## config.mk

```make
export PLATFORM = sky130hd
export DESIGN_NAME = uart_tx_param
export DESIGN_NICKNAME = d
export VERILOG_FILES = /design/src/rtl/uart_tx_param.sv
export SDC_FILE = /design/constraint.sdc
export NUM_CORES = 1
export LEC_CHECK = 0
export ABC_CLOCK_PERIOD_IN_PS = 4630
export CAP_MARGIN = 0
export CORE_ASPECT_RATIO = 1.1
export CORE_MARGIN = 2
export CORE_UTILIZATION = 60
export CTS_BUF_LIST = sky130_fd_sc_hd__clkbuf_8 sky130_fd_sc_hd__clkbuf_16
export CTS_CLUSTER_SIZE = 10
export DETAILED_ROUTE_END_ITERATION = 12
export PLACE_DENSITY = 0.8
export SYNTH_ARGS = -nofsm -noshare
export SYNTH_HDL_FRONTEND = slang
export SYNTH_SLANG_ARGS = --single-unit
```

## constraint.sdc

```tcl
create_clock -name sys_clk_i -period 4.63 [get_ports sys_clk_i]
set_input_delay 0.926 -clock sys_clk_i [delete_from_list [all_inputs] [get_ports sys_clk_i]]
set_output_delay 0.926 -clock sys_clk_i [all_outputs]
set_load 0.01 [all_outputs]
```

## src/rtl/uart_tx_param.sv

```systemverilog
// uart_tx_param: parameterised UART transmitter, fractional-accumulator baud timing, falling-edge state.
// Define UART_TX_FIFO_EN for a FIFO_DEPTH-entry TX FIFO; otherwise a single holding register is used.
module uart_tx_param #(
  parameter int unsigned CLK_HZ     = 80_000_000,
  parameter int unsigned BAUD       = 115200,
  parameter int unsigned DATA_BITS  = 8,
  parameter int unsigned PARITY     = 0,
  parameter int unsigned STOP_BITS  = 1,
  parameter int unsigned FIFO_DEPTH = 4
) (
  input  logic                             sys_clk_i,
  input  logic                             sys_rst_i,
  input  logic                             uart_wr_i,
  input  logic [DATA_BITS-1:0]             uart_dat_i,
  output logic                             uart_ready_o,
  output logic                             uart_busy_o,
  output logic                             uart_ovf_o,
  output logic [$clog2(FIFO_DEPTH+1)-1:0]  fifo_level_o,
  output logic                             uart_tx
);

  localparam int unsigned ACC_W = $clog2(CLK_HZ + BAUD) + 1;
  localparam int unsigned LVL_W = $clog2(FIFO_DEPTH + 1);
  localparam int unsigned CNT_W = 4;
  localparam logic [CNT_W-1:0] LAST_DATA = CNT_W'(DATA_BITS - 1);
  localparam logic [CNT_W-1:0] LAST_STOP = CNT_W'(STOP_BITS - 1);

  typedef enum logic [2:0] {S_IDLE, S_START, S_DATA, S_PAR, S_STOP} state_t;

  state_t                 state_q, state_d;
  logic [ACC_W-1:0]       acc_q, acc_d, sum_c;
  logic [CNT_W-1:0]       cnt_q, cnt_d;
  logic [DATA_BITS-1:0]   shift_q, shift_d;
  logic                   par_q, par_d;
  logic                   tx_q, tx_d;
  logic                   ovf_q, ovf_d;

  logic                   tick_c;
  logic                   avail_c;
  logic                   load_c;
  logic                   rdy_c;
  logic                   wr_ok_c;
  logic [DATA_BITS-1:0]   head_c;

  // Baud tick: accumulator advances by BAUD, wraps by CLK_HZ; idle keeps it parked at zero.
  assign sum_c  = acc_q + ACC_W'(BAUD);
  assign tick_c = (state_q != S_IDLE) && (sum_c >= ACC_W'(CLK_HZ));

  // A word is taken from the queue when idle, or straight out of the final stop bit.
  assign load_c  = avail_c && ((state_q == S_IDLE) ||
                               ((state_q == S_STOP) && tick_c && (cnt_q == LAST_STOP)));
  assign wr_ok_c = uart_wr_i && rdy_c;

`ifdef UART_TX_FIFO_EN
  localparam int unsigned PTR_W = (FIFO_DEPTH > 1) ? $clog2(FIFO_DEPTH) : 1;

  logic [DATA_BITS-1:0] mem_q [FIFO_DEPTH];
  logic [PTR_W-1:0]     wr_ptr_q, wr_ptr_d, rd_ptr_q, rd_ptr_d;
  logic [LVL_W-1:0]     lvl_q, lvl_d;

  assign avail_c      = (lvl_q != '0);
  assign head_c       = mem_q[rd_ptr_q];
  assign rdy_c        = (lvl_q != LVL_W'(FIFO_DEPTH)) || load_c;
  assign fifo_level_o = lvl_q;

  // Power-of-two depth lets the pointers wrap on their own.
  always_comb begin
    wr_ptr_d = wr_ptr_q;
    rd_ptr_d = rd_ptr_q;
    lvl_d    = lvl_q;
    if (wr_ok_c) wr_ptr_d = wr_ptr_q + PTR_W'(1);
    if (load_c)  rd_ptr_d = rd_ptr_q + PTR_W'(1);
    if (wr_ok_c && !load_c)      lvl_d = lvl_q + LVL_W'(1);
    else if (!wr_ok_c && load_c) lvl_d = lvl_q - LVL_W'(1);
  end

  always_ff @(negedge sys_clk_i or posedge sys_rst_i) begin
    if (sys_rst_i) begin
      wr_ptr_q <= '0;
      rd_ptr_q <= '0;
      lvl_q    <= '0;
    end else begin
      wr_ptr_q <= wr_ptr_d;
      rd_ptr_q <= rd_ptr_d;
      lvl_q    <= lvl_d;
    end
  end

  always_ff @(negedge sys_clk_i) begin
    if (wr_ok_c) mem_q[wr_ptr_q] <= uart_dat_i;
  end
`else
  logic [DATA_BITS-1:0] hold_q, hold_d;
  logic                 hold_vld_q, hold_vld_d;

  assign avail_c      = hold_vld_q;
  assign head_c       = hold_q;
  assign rdy_c        = (state_q == S_IDLE);
  assign fifo_level_o = '0;

  always_comb begin
    hold_d     = hold_q;
    hold_vld_d = hold_vld_q;
    if (load_c) hold_vld_d = 1'b0;
    if (wr_ok_c) begin
      hold_d     = uart_dat_i;
      hold_vld_d = 1'b1;
    end
  end

  always_ff @(negedge sys_clk_i or posedge sys_rst_i) begin
    if (sys_rst_i) begin
      hold_q     <= '0;
      hold_vld_q <= 1'b0;
    end else begin
      hold_q     <= hold_d;
      hold_vld_q <= hold_vld_d;
    end
  end
`endif

  // State register.
  always_ff @(negedge sys_clk_i or posedge sys_rst_i) begin
    if (sys_rst_i) state_q <= S_IDLE;
    else           state_q <= state_d;
  end

  // Next-state logic.
  always_comb begin
    state_d = state_q;
    case (state_q)
      S_IDLE:  if (avail_c) state_d = S_START;
      S_START: if (tick_c) state_d = S_DATA;
      S_DATA:  if (tick_c && (cnt_q == LAST_DATA)) state_d = (PARITY != 0) ? S_PAR : S_STOP;
      S_PAR:   if (tick_c) state_d = S_STOP;
      S_STOP:  if (tick_c && (cnt_q == LAST_STOP)) state_d = avail_c ? S_START : S_IDLE;
      default: state_d = S_IDLE;
    endcase
  end

  // Datapath and line output; tx is computed from the next state so it changes on the same edge.
  always_comb begin
    acc_d   = tick_c ? (sum_c - ACC_W'(CLK_HZ)) : sum_c;
    cnt_d   = cnt_q;
    shift_d = shift_q;
    par_d   = par_q;
    tx_d    = 1'b1;
    ovf_d   = uart_wr_i && !rdy_c;

    if ((state_q == S_IDLE) || (state_d == S_IDLE)) acc_d = '0;

    if (state_d != state_q)                 cnt_d = '0;
    else if (tick_c)                        cnt_d = cnt_q + CNT_W'(1);

    if (load_c) begin
      shift_d = head_c;
      par_d   = (PARITY == 1) ? ~(^head_c) : ^head_c;
    end else if (tick_c && (state_q == S_DATA)) begin
      shift_d = shift_q >> 1;
    end

    case (state_d)
      S_START: tx_d = 1'b0;
      S_DATA:  tx_d = shift_d[0];
      S_PAR:   tx_d = par_d;
      default: tx_d = 1'b1;
    endcase
  end

  always_ff @(negedge sys_clk_i or posedge sys_rst_i) begin
    if (sys_rst_i) begin
      acc_q   <= '0;
      cnt_q   <= '0;
      shift_q <= '0;
      par_q   <= 1'b0;
      tx_q    <= 1'b1;
      ovf_q   <= 1'b0;
    end else begin
      acc_q   <= acc_d;
      cnt_q   <= cnt_d;
      shift_q <= shift_d;
      par_q   <= par_d;
      tx_q    <= tx_d;
      ovf_q   <= ovf_d;
    end
  end

  assign uart_tx      = tx_q;
  assign uart_ovf_o   = ovf_q;
  assign uart_ready_o = rdy_c;
  assign uart_busy_o  = (state_q != S_IDLE) || avail_c;

endmodule

```

==> Flow_metrics.wiki <==
{| class="wikitable"
! Metric !! Value
|-
| Worst path required time || 3.70 ns
|-
| Number of antenna violations at the first check in global routing || 0
|-
| Final estimated routing congestion in global placement || 0.9257
|-
| Min setup slack post-route || 0.04601 ns
|-
| Number of buffers created by CTS || 5
|-
| Worst reg2reg endpoint || shift_q[3]
|-
| Critical path endpoint category || output pin
|-
| Filler instances || 403
|-
| Hold buffer count at CTS || 0
|-
| Worst IR drop on VDD || 0.3120 mV
|-
| Slew at the pin closest to its max-slew limit || 0.7905 ns
|-
| Worst Hold End || shift_q[5]
|-
| Largest stage delay on the critical path || 0.34 ns
|-
| Cell at the root of the clock tree || sky130_fd_sc_hd__clkbuf_8
|-
| Synth warn || 0
|-
| Detailed-route vias per instance || 5.937
|-
| Count of pins over their slew limit || 0
|-
| Number of antenna cells inserted || 0
|-
| Starting Density || 0.6306
|-
| Routed length per instance || 15.30 µm
|-
| Final wirelength || 6792 µm
|-
| Synth Instances || 358
|-
| Syn_area_per_cell || 8.986 µm²
|-
| Area fraction of the dominant cell type after synthesis || 0.3501
|-
| R2r startpoint || acc_q[9]
|-
| Critical path, cell by cell || or2_4, or3_1, buf_2
|-
| Number of optimization iterations in the first detailed-route pass || 4
|-
| Chip Height || 80.80 µm
|-
| Residual DRC || 0
|-
| Area leader, netlist || sky130_fd_sc_hd__dfrtn_1
|-
| Count of cell types in the netlist || 72
|-
| Vias after detailed routing || 2636
|-
| Footprint of the flip-flops and latches || 1152 µm²
|-
| Worst setup SP type || register
|-
| Die area || 5964 µm²
|-
| Row count || 27
|-
| Worst clock skew || 0.05430 ns
|-
| Share of cells above drive strength 1 || 0.1344
|-
| Worst path depth || 3
|-
| Net total in the final layout || 387
|-
| Vias in the first global route || 2504
|-
| HPWL after detailed placement || 5222 µm
|-
| CTS tree || yes
|-
| Number of DRC markers after the initial detailed-route iteration || 178
|-
| Final cell area excluding filler cells || 3503 µm²
|-
| Reg2reg path depth || 10
|-
| Count of placed standard cells in the final layout, fillers left out || 444
|-
| Clock slew at the register clock pins of the worst setup and hold paths || 0.06 ns
|-
| Chip width || 73.82 µm
|-
| Worst setup timing slack at the placement stage || -0.02816 ns
|-
| Most frequently used flop master after synthesis || sky130_fd_sc_hd__dfrtn_1
|-
| CTS HTree Levels || 2
|-
| Post-layout total power || 1.894 mW
|-
| Proportion of synthesized chip area in sequential cells || 0.3582
|-
| Placed cell area || 3418 µm²
|-
| HP Start || shift_q[5]
|-
| Max cap viols || 0
|-
| EDFF count, synth || 0
|-
| Maximum clock insertion buffer count || 2
|-
| Top post-synthesis cells by area || sky130_fd_sc_hd__dfrtn_1 (35%), sky130_fd_sc_hd__xnor2_1 (9.5%), sky130_fd_sc_hd__nor2_1 (5.7%)
|-
| FF+latch count, synth || 46
|-
| Status || finished clean
|-
| Total routing resource utilization after global routing || 0.2530
|-
| Residual overflow from global routing || 0
|-
| Kind of cell adding the most delay to the critical path || simple AND/OR/NAND/NOR gates
|-
| Count of port buffers added during placement || 14
|-
| Core Util, Final || 0.6868
|-
| Count of endpoints failing hold in the final timing report || 0
|-
| Proportion of synthesized flip-flops having asynchronous set or reset || 1.000
|-
| Setup Viol. Count Final || 0
|-
| Area of combinational cells with multiple inputs || 1878 µm²
|-
| Layout area overhead || 8.907%
|-
| Global-route wire length before repair || 11620 µm
|-
| Leakage power total || 1.483 nW
|-
| Clock sink count || 46
|-
| Pin count of the biggest net entering global routing || 20
|-
| Number of top-level design ports || 18
|-
| Crit-path max FO || 2
|-
| Number of buffers and inverters on the critical path || 1
|-
| Worst-case register-to-register setup slack || 0.64 ns
|-
| CP Class || register to output pin
|-
| Cell area after synthesis || 3217 µm²
|-
| Critical path arrival || 3.66 ns
|-
| Worst hold path class || register to register
|-
| Cells after DPL || 436
|-
| Worst relative slew slack || 0.4594
|-
| Core Box Area || 5101 µm²
|-
| Power density relative to cell area || 540.5 nW/µm²
|-
| Highest-delay cell along the critical path || sky130_fd_sc_hd__dfrtn_1
|-
| Count of nets left with antenna violations after detail routing || 0
|-
| Clock latency at the later pin of the worst-skew pair || 0.35 ns
|-
| RSZ-0062 raised after global routing || true
|-
| Hold Crit Depth || 1
|}
-- report_power, final --
group          leakage (nW)  total (mW)  switching [mW]  internal (mW)
logic                 0.851       0.918           0.484          0.433
clock network        0.0536       0.249           0.141          0.108
registers             0.579       0.727           0.176          0.552
total                  1.48        1.89           0.801           1.09
-- cells in the mapped netlist (7+ instances only) --
cell type                   n
sky130_fd_sc_hd__o21ai_0   14
sky130_fd_sc_hd__xnor2_1   35
sky130_fd_sc_hd__inv_1     18
sky130_fd_sc_hd__nand2_1   21
sky130_fd_sc_hd__o211ai_1   7
sky130_fd_sc_hd__nand3_1    8
sky130_fd_sc_hd__dfrtn_1   45
sky130_fd_sc_hd__nor2_1    49
sky130_fd_sc_hd__mux2_2    11
sky130_fd_sc_hd__buf_2      8
sky130_fd_sc_hd__a21o_1     8
sky130_fd_sc_hd__a21oi_1    8
-- cells by family after synthesis --
| kind of cell | count (synthesis) | share of synthesized area |
|---|---|---|
| simple gates | 124 | 0.1883 |
| compound gates | 88 | 0.2093 |
| flops | 46 | 0.3582 |
| xor+xnor | 39 | 0.1062 |
| buf+inv | 39 | 0.06184 |
| mux | 16 | 0.05562 |
| fa+ha+maj | 5 | 0.01945 |
| other cells | 1 | 0.001166 |
-- worst register-to-register path, cell delays in order, from the launching register on --
cell and delay, ns:
sky130_fd_sc_hd__dfrtn_1 0.53, sky130_fd_sc_hd__ha_1 0.43, sky130_fd_sc_hd__and4_1 0.52, sky130_fd_sc_hd__o211ai_1 0.17, sky130_fd_sc_hd__xnor2_1 0.41, sky130_fd_sc_hd__a21oi_1 0.15, sky130_fd_sc_hd__a211oi_4 0.46, sky130_fd_sc_hd__o211ai_2 0.18
sky130_fd_sc_hd__a21oi_2 0.52, sky130_fd_sc_hd__nor2_1 0.25, sky130_fd_sc_hd__a21o_1 0.23
-- area by class of cell --
class | instances | area share
Tap cell | 72 | 0.02571
Inverter | 17 | 0.01821
Multi-Input combinational cell | 275 | 0.5361
Sequential cell | 46 | 0.3289
Timing Repair Buffer | 25 | 0.06500
Clock inverter | 4 | 0.006429
Clock buffer | 5 | 0.01964
-- flip-flops by register name, summed over array words and instances, names as in the netlist --
register and cells:
head_c 8, uart_tx 1, acc_q 19, par_q 1, state_q 3, uart_ovf_o 1
cnt_q 4, avail_c 1, shift_q 8
-- how the worst max path moves through the flow --
stage                from           to  slack [ns]
2_1_floorplan  state_q[0]  uart_busy_o        0.34
3_3_place_gp   state_q[0]  uart_busy_o       -0.02
3_5_place_dp    uart_wr_i    head_c[6]       -0.03
4_1_cts        state_q[0]  uart_busy_o       -0.02
5_1_grt        state_q[0]  uart_busy_o      -0.007
6_report       state_q[0]  uart_busy_o        0.05
-- per-stage QoR --
step	hold slack (ns)	setup TNS, ns
detailed placement	0.4309	-0.1615
floorplan	0.4083	0
global route	0.4471	-0.006589
global placement	0.4202	-0.02536
CTS	0.4356	-0.01824
finish	0.4335	0
-- metal layers --
layer  GRT usage  part of all wire  up-vias
met4     0.07818             0.010        0
met1      0.3432              0.45     1300
met2      0.4170              0.50       49
met5           0                 0        -
met3     0.03846             0.036        6
li1            -                 -     1281
-- placed cells by master, fill, tap and decap left out, drive strengths merged, types with 3 or more instances in the layout --
cell	synthesis	layout
o21ai	16	16
o22ai	4	4
inv	18	19
a22o	6	6
nor3	6	6
nand3	8	8
a31oi	4	4
buf	17	12
mux2i	4	4
clkbuf	4	6
o211ai	8	8
or2	6	6
conb	1	3
nor2b	4	4
a21o	8	8
nand3b	4	4
mux2	12	12
a211oi	4	4
clkdlybuf4s50	0	11
ha	5	5
and2	6	6
and3	3	3
dfrtn	45	45
nand2	21	21
nand2b	3	3
a21oi	10	10
xor2	4	4
nor2	50	50
or3	5	5
o21a	3	3
xnor2	35	35
nand4	3	3
-- timing repair --
| item | 4_1_cts | 5_1_grt |
|---|---|---|
| endpoints found under the setup margin | 2 | 3 |
| resized for setup | 5 | 5 |
| buffers inserted | 0 | 0 |
| gates cloned | 0 | 0 |
| hold endpoints to repair | 0 | 0 |
(Power assumes the default switching activity.)
